## src/rtl/i2c_codec_target.sv

```systemverilog
// Write-only I2C target mirroring the WM8731 control port: START, address, two data bytes, STOP.
// Optional I2CT_GLITCH_FILT_EN adds a 3-sample majority filter after the synchronizers.
`timescale 1ns/1ps
module i2c_codec_target #(
  parameter logic [6:0] DEV_ADDR    = 7'h1A,
  parameter int         SYNC_STAGES = 2
) (
  input  logic       clk,
  input  logic       reset,
  input  logic       i2c_sclk,
  input  logic       i2c_sdat_in,
  output logic       i2c_sdat_oe,
  output logic       wr_valid,
  output logic [6:0] wr_reg_addr,
  output logic [8:0] wr_data,
  output logic       busy,
  output logic       addr_nack
);

  typedef enum logic [2:0] {
    IDLE, ADDR, ACK_A, BYTE1, ACK_1, BYTE2, ACK_2, IGNORE
  } state_t;

  state_t state;
  logic [SYNC_STAGES-1:0] scl_sync, sda_sync;
  logic scl_s, sda_s, scl_d, sda_d;
  logic scl_rise, scl_fall, start_det, stop_det;
  logic [3:0] bit_cnt;
  logic [7:0] shreg;
  logic [7:0] byte1;

  // Synchronizers reset to the idle bus level so reset release never looks like an edge.
  always_ff @(posedge clk) begin
    if (reset) begin
      scl_sync <= '1;
      sda_sync <= '1;
    end else begin
      scl_sync <= {scl_sync[SYNC_STAGES-2:0], i2c_sclk};
      sda_sync <= {sda_sync[SYNC_STAGES-2:0], i2c_sdat_in};
    end
  end

`ifdef I2CT_GLITCH_FILT_EN
  logic [2:0] scl_hist, sda_hist;

  always_ff @(posedge clk) begin
    if (reset) begin
      scl_hist <= 3'b111;
      sda_hist <= 3'b111;
    end else begin
      scl_hist <= {scl_hist[1:0], scl_sync[SYNC_STAGES-1]};
      sda_hist <= {sda_hist[1:0], sda_sync[SYNC_STAGES-1]};
    end
  end

  assign scl_s = (scl_hist[0] & scl_hist[1]) | (scl_hist[0] & scl_hist[2]) | (scl_hist[1] & scl_hist[2]);
  assign sda_s = (sda_hist[0] & sda_hist[1]) | (sda_hist[0] & sda_hist[2]) | (sda_hist[1] & sda_hist[2]);
`else
  assign scl_s = scl_sync[SYNC_STAGES-1];
  assign sda_s = sda_sync[SYNC_STAGES-1];
`endif

  always_ff @(posedge clk) begin
    if (reset) begin
      scl_d <= 1'b1;
      sda_d <= 1'b1;
    end else begin
      scl_d <= scl_s;
      sda_d <= sda_s;
    end
  end

  // START/STOP need SCL steady high across the sample and are blind while we pull SDA.
  assign scl_rise  = scl_s & ~scl_d;
  assign scl_fall  = ~scl_s & scl_d;
  assign start_det = scl_s & scl_d & sda_d & ~sda_s & ~i2c_sdat_oe;
  assign stop_det  = scl_s & scl_d & ~sda_d & sda_s & ~i2c_sdat_oe;

  always_ff @(posedge clk) begin
    if (reset) begin
      state       <= IDLE;
      bit_cnt     <= 4'd0;
      shreg       <= 8'h00;
      byte1       <= 8'h00;
      i2c_sdat_oe <= 1'b0;
      wr_valid    <= 1'b0;
      wr_reg_addr <= 7'h00;
      wr_data     <= 9'h000;
      busy        <= 1'b0;
      addr_nack   <= 1'b0;
    end else begin
      wr_valid  <= 1'b0;
      addr_nack <= 1'b0;
      if (stop_det) begin
        state       <= IDLE;
        busy        <= 1'b0;
        i2c_sdat_oe <= 1'b0;
      end else if (start_det) begin
        state       <= ADDR;
        bit_cnt     <= 4'd0;
        busy        <= 1'b1;
        i2c_sdat_oe <= 1'b0;
      end else begin
        case (state)
          ADDR, BYTE1, BYTE2: begin
            if (scl_rise) begin
              shreg   <= {shreg[6:0], sda_s};
              bit_cnt <= bit_cnt + 4'd1;
            end else if (scl_fall && bit_cnt == 4'd8) begin
              bit_cnt <= 4'd0;
              if (state == ADDR) begin
                // A read request is refused just like a foreign address.
                if (shreg == {DEV_ADDR, 1'b0}) begin
                  state       <= ACK_A;
                  i2c_sdat_oe <= 1'b1;
                end else begin
                  state     <= IGNORE;
                  addr_nack <= 1'b1;
                  busy      <= 1'b0;
                end
              end else if (state == BYTE1) begin
                byte1       <= shreg;
                state       <= ACK_1;
                i2c_sdat_oe <= 1'b1;
              end else begin
                state       <= ACK_2;
                i2c_sdat_oe <= 1'b1;
                wr_valid    <= 1'b1;
                wr_reg_addr <= byte1[7:1];
                wr_data     <= {byte1[0], shreg};
              end
            end
          end
          ACK_A: begin
            if (scl_fall) begin
              i2c_sdat_oe <= 1'b0;
              state       <= BYTE1;
            end
          end
          ACK_1: begin
            if (scl_fall) begin
              i2c_sdat_oe <= 1'b0;
              state       <= BYTE2;
            end
          end
          ACK_2: begin
            if (scl_fall) begin
              i2c_sdat_oe <= 1'b0;
              state       <= IGNORE;
            end
          end
          IDLE, IGNORE: begin
            i2c_sdat_oe <= 1'b0;
          end
          default: begin
            state       <= IDLE;
            i2c_sdat_oe <= 1'b0;
          end
        endcase
      end
    end
  end

endmodule

```

## config.mk

```make
export PLATFORM = sky130hd
export DESIGN_NAME = i2c_codec_target
export DESIGN_NICKNAME = d
export VERILOG_FILES = /design/src/rtl/i2c_codec_target.sv
export SDC_FILE = /design/constraint.sdc
export NUM_CORES = 1
export LEC_CHECK = 0
export CORE_UTILIZATION = 45
export CTS_BUF_LIST = sky130_fd_sc_hd__clkbuf_4
export DETAILED_ROUTE_END_ITERATION = 10
export GPL_TIMING_DRIVEN = 0
export PLACE_DENSITY_LB_ADDON = 0.25
export SYNTH_ARGS = -nofsm -noshare
export SYNTH_HDL_FRONTEND = slang
export SYNTH_SLANG_ARGS = --single-unit
```

## constraint.sdc

```tcl
create_clock -name clk -period 3.95 [get_ports clk]
set_input_delay 1.185 -clock clk [delete_from_list [all_inputs] [get_ports clk]]
set_output_delay 1.185 -clock clk [all_outputs]
set_load 0.05 [all_outputs]
```

==> out/qor.txt <==
final setup fails - 0
Worst VDD drop - 0.249 mV
top cells by area, synth - dfxtp_1 (50%), mux2i_1 (13%), nor2_1 (5.5%)
post-DP HPWL - 2500 microns
sequential power share - 0.653
DR pass1 iterations - 4
PortBufs - 23
Die X - 68.2 microns
fin. max-slew vios - 0
Critical Path Source Type - flip-flop
compound-cell area share of the yosys netlist - 0.0869
WL final - 3610 microns
RSZ-0062 raised after global routing - false
setup bufs post-CTS - 0
post-route cell area - 2320 sq um
hold buffers post-CTS - 0
Final #Nets - 238
WP buf/inv - 1
CTS tree - built
CTS Buf Count - 5
Synthesis Warnings - 0
class of the worst hold path - flip-flop to flip-flop
share of layout cells above drive strength 1 - 0.0948
First DRT Iteration DRCs - 103
full die area - 4650 sq um
vias per cell - 5.09
CP Max Fanout - 3
P&R area growth vs syn - 17.6%
Sw Ratio - 0.236
register area - 981 sq um
post-synth top area share - 0.497
Logic pwr share - 0.044
Worst Reg-to-Reg Cells - 8
leakage - 0.000806 uW
pin count of the biggest net entering global routing - 15
#FFs+latches synth - 49
Largest delay share family, worst path - buffers and inverters
Pint - 586 uW
most common cell after layout, fill and taps aside - dfxtp_1
Post-Synth XOR/XNOR Area - 0.00444
setup_tns - 0 ns
clock transition at the registers of the reported paths - 0.13 ns
Starting Density - 0.479
Mean Syn Cell Area - 9.76 sq um
CTS sink count - 49
vias in the first global route - 1255
syn nets - 208
Hold Violations, Final - 0
Core Rows - 23
worst hold stages - 1
DP Area - 2260 sq um
crit-path max cell delay - 0.81 ns
DR WL/cell - 12.8 microns
Slew HR - 0.664
CP max stage cell - clkdlybuf4s50_1
cell type with the highest aggregate area in the netlist - dfxtp_1
WP depth - 1
Synth cell types - 39
simple-gate portion of the synthesized area - 0.236
number of max-cap violations - 0
initial antenna violation count - 0
H-tree depth - 2
drc violations - 0
Final Cycle Share - 0.698
Synth Cell Area - 1970 sq um
Required @ worst endpoint - 2.76 ns
Clock Path Buffers - 2
Clk network pwr share - 0.303
final clock skew - 0.0120 ns
vias - 1436
Core ar. - 4120 sq um
die height - 68.2 microns
overall routing resource usage - 0.182
Mapped Cells - 202
Clk Latency, worst-skew pair - 0.37 ns
# IOs - 24
pwr/cell area - 331 nW/um^2
register area share after synthesis - 0.497
status - finished, final reports clean
PostCTS Resize Cnt - 0
WP data arrival - 1.57 ns
gpl congestion - 0.804
first-pass GRT wire length - 6060 microns
multiplexer area fraction after synthesis - 0.127
min cycle time layout - 2.76 ns
maximum clock frequency - 363 MHz
clock root buffer master - clkbuf_4
adder-cell area share of the yosys netlist - 0.0127
global route total overflow - 0
Fill cells - 386
Crit Path Class - flip-flop to primary output
worst slew pin tran - 0.502 ns
commonest cells after routing, fill and taps aside - dfxtp_1 (49), nor2_1 (29), mux2i_1 (25)
crit path cell chain - clkdlybuf4s50_1
ANT nets after route - 0
footprint of the multi-input gates - 921 sq um
Sw Pwr - 181 uW
CP Capture Type - primary output
antenna diode count - 0
main combinational cell family by area after synthesis - simple AND/OR/NAND/NOR gates
area by class of cell:
| class | count | share of cell area |
|---|---|---|
| buffer | 10 | 0.0221 |
| clock buffer | 6 | 0.0194 |
| clock inverter | 1 | 0.00378 |
| inverter | 5 | 0.00809 |
| multi-input combinational | 138 | 0.397 |
| sequential | 49 | 0.423 |
| tap | 50 | 0.0270 |
| timing repair buffer | 23 | 0.0993 |
worst paths after layout:
kind,from,to,slack [ns]
max reg2reg,bit_cnt[0]$_SDFFE_PP0P_,wr_reg_addr[1]$_SDFFE_PP0P_,2.17
min reg2reg,sda_sync[0]$_SDFF_PP1_,sda_sync[1]$_SDFF_PP1_,0.42
max,i2c_sdat_oe$_SDFFE_PP0P_,i2c_sdat_oe,1.19
min,sda_sync[0]$_SDFF_PP1_,sda_sync[1]$_SDFF_PP1_,0.42
state kept, by name, summed over array words and instances, names as in the netlist:
name         flops
addr_nack        1
bit_cnt          4
busy             1
byte1            8
i2c_sdat_oe      1
scl_d            1
scl_sync         2
sda_d            1
sda_sync         2
shreg            8
state            3
wr_data          9
wr_reg_addr      7
wr_valid         1
power groups by stage:
stage               sequential [uW]  combinational [uW]  clock (uW)
global route                    502                37.5         262
global placement                512                33.5           0
finish                          501                33.7         232
detailed placement              512                33.9           0
floorplan                       515                20.1           0
CTS                             501                33.9         239
cells in the mapped netlist:
master and count:
dfxtp_1 49, nor2_1 29, mux2i_1 25, nand2_1 19, a21oi_1 15, clkbuf_1 6, nor2b_1 6, or2_2 6
inv_1 5, nand2b_1 3, nand3b_1 3, a21o_1 2, and3b_1 2, buf_2 2, ha_1 2, nand3_1 2
nor3_1 2, nor3b_1 2, nor4b_1 2, a2111oi_0 1, a2111oi_1 1, a21bo_2 1, a311o_1 1, and4b_1 1
and4bb_2 1, buf_4 1, buf_6 1, nand3b_4 1, nor4_1 1, nor4b_4 1, o211a_1 1, o21bai_1 1
o22a_1 1, o31ai_1 1, o41ai_1 1, or2_1 1, or3b_1 1, or4_4 1, xor2_1 1
per-layer routing:
metal | vias up | GRT usage | wire (microns) | part of all wire
li1 | 749 | - | - | -
met1 | 655 | 0.248 | 1820 | 0.50
met2 | 24 | 0.259 | 1590 | 0.44
met3 | 8 | 0.0450 | 123 | 0.034
met4 | 0 | 0.102 | 82 | 0.023
met5 | - | 0 | 0 | 0
cells by family after synthesis:
group	Yosys count
mux	25
xor+xnor	1
fa+ha+maj	2
buf+inv	15
compound gates	26
flops	49
simple gates	84
per-stage QoR:
stage | hold slack [ns] | setup slack [ns] | power, uW | util | cells
after detailed placement | 0.393 | 1.12 | 546 | 0.550 | 275
after global routing | 0.440 | 1.12 | 802 | 0.563 | 282
after floorplan | 0.389 | 1.89 | 535 | - | 202
final | 0.422 | 1.19 | 768 | 0.563 | 282
after global placement | 0.392 | 1.13 | 546 | 0.550 | 275
after CTS | 0.424 | 1.20 | 774 | 0.563 | 282
No activity file was read; power rests on OpenSTA's default activity.
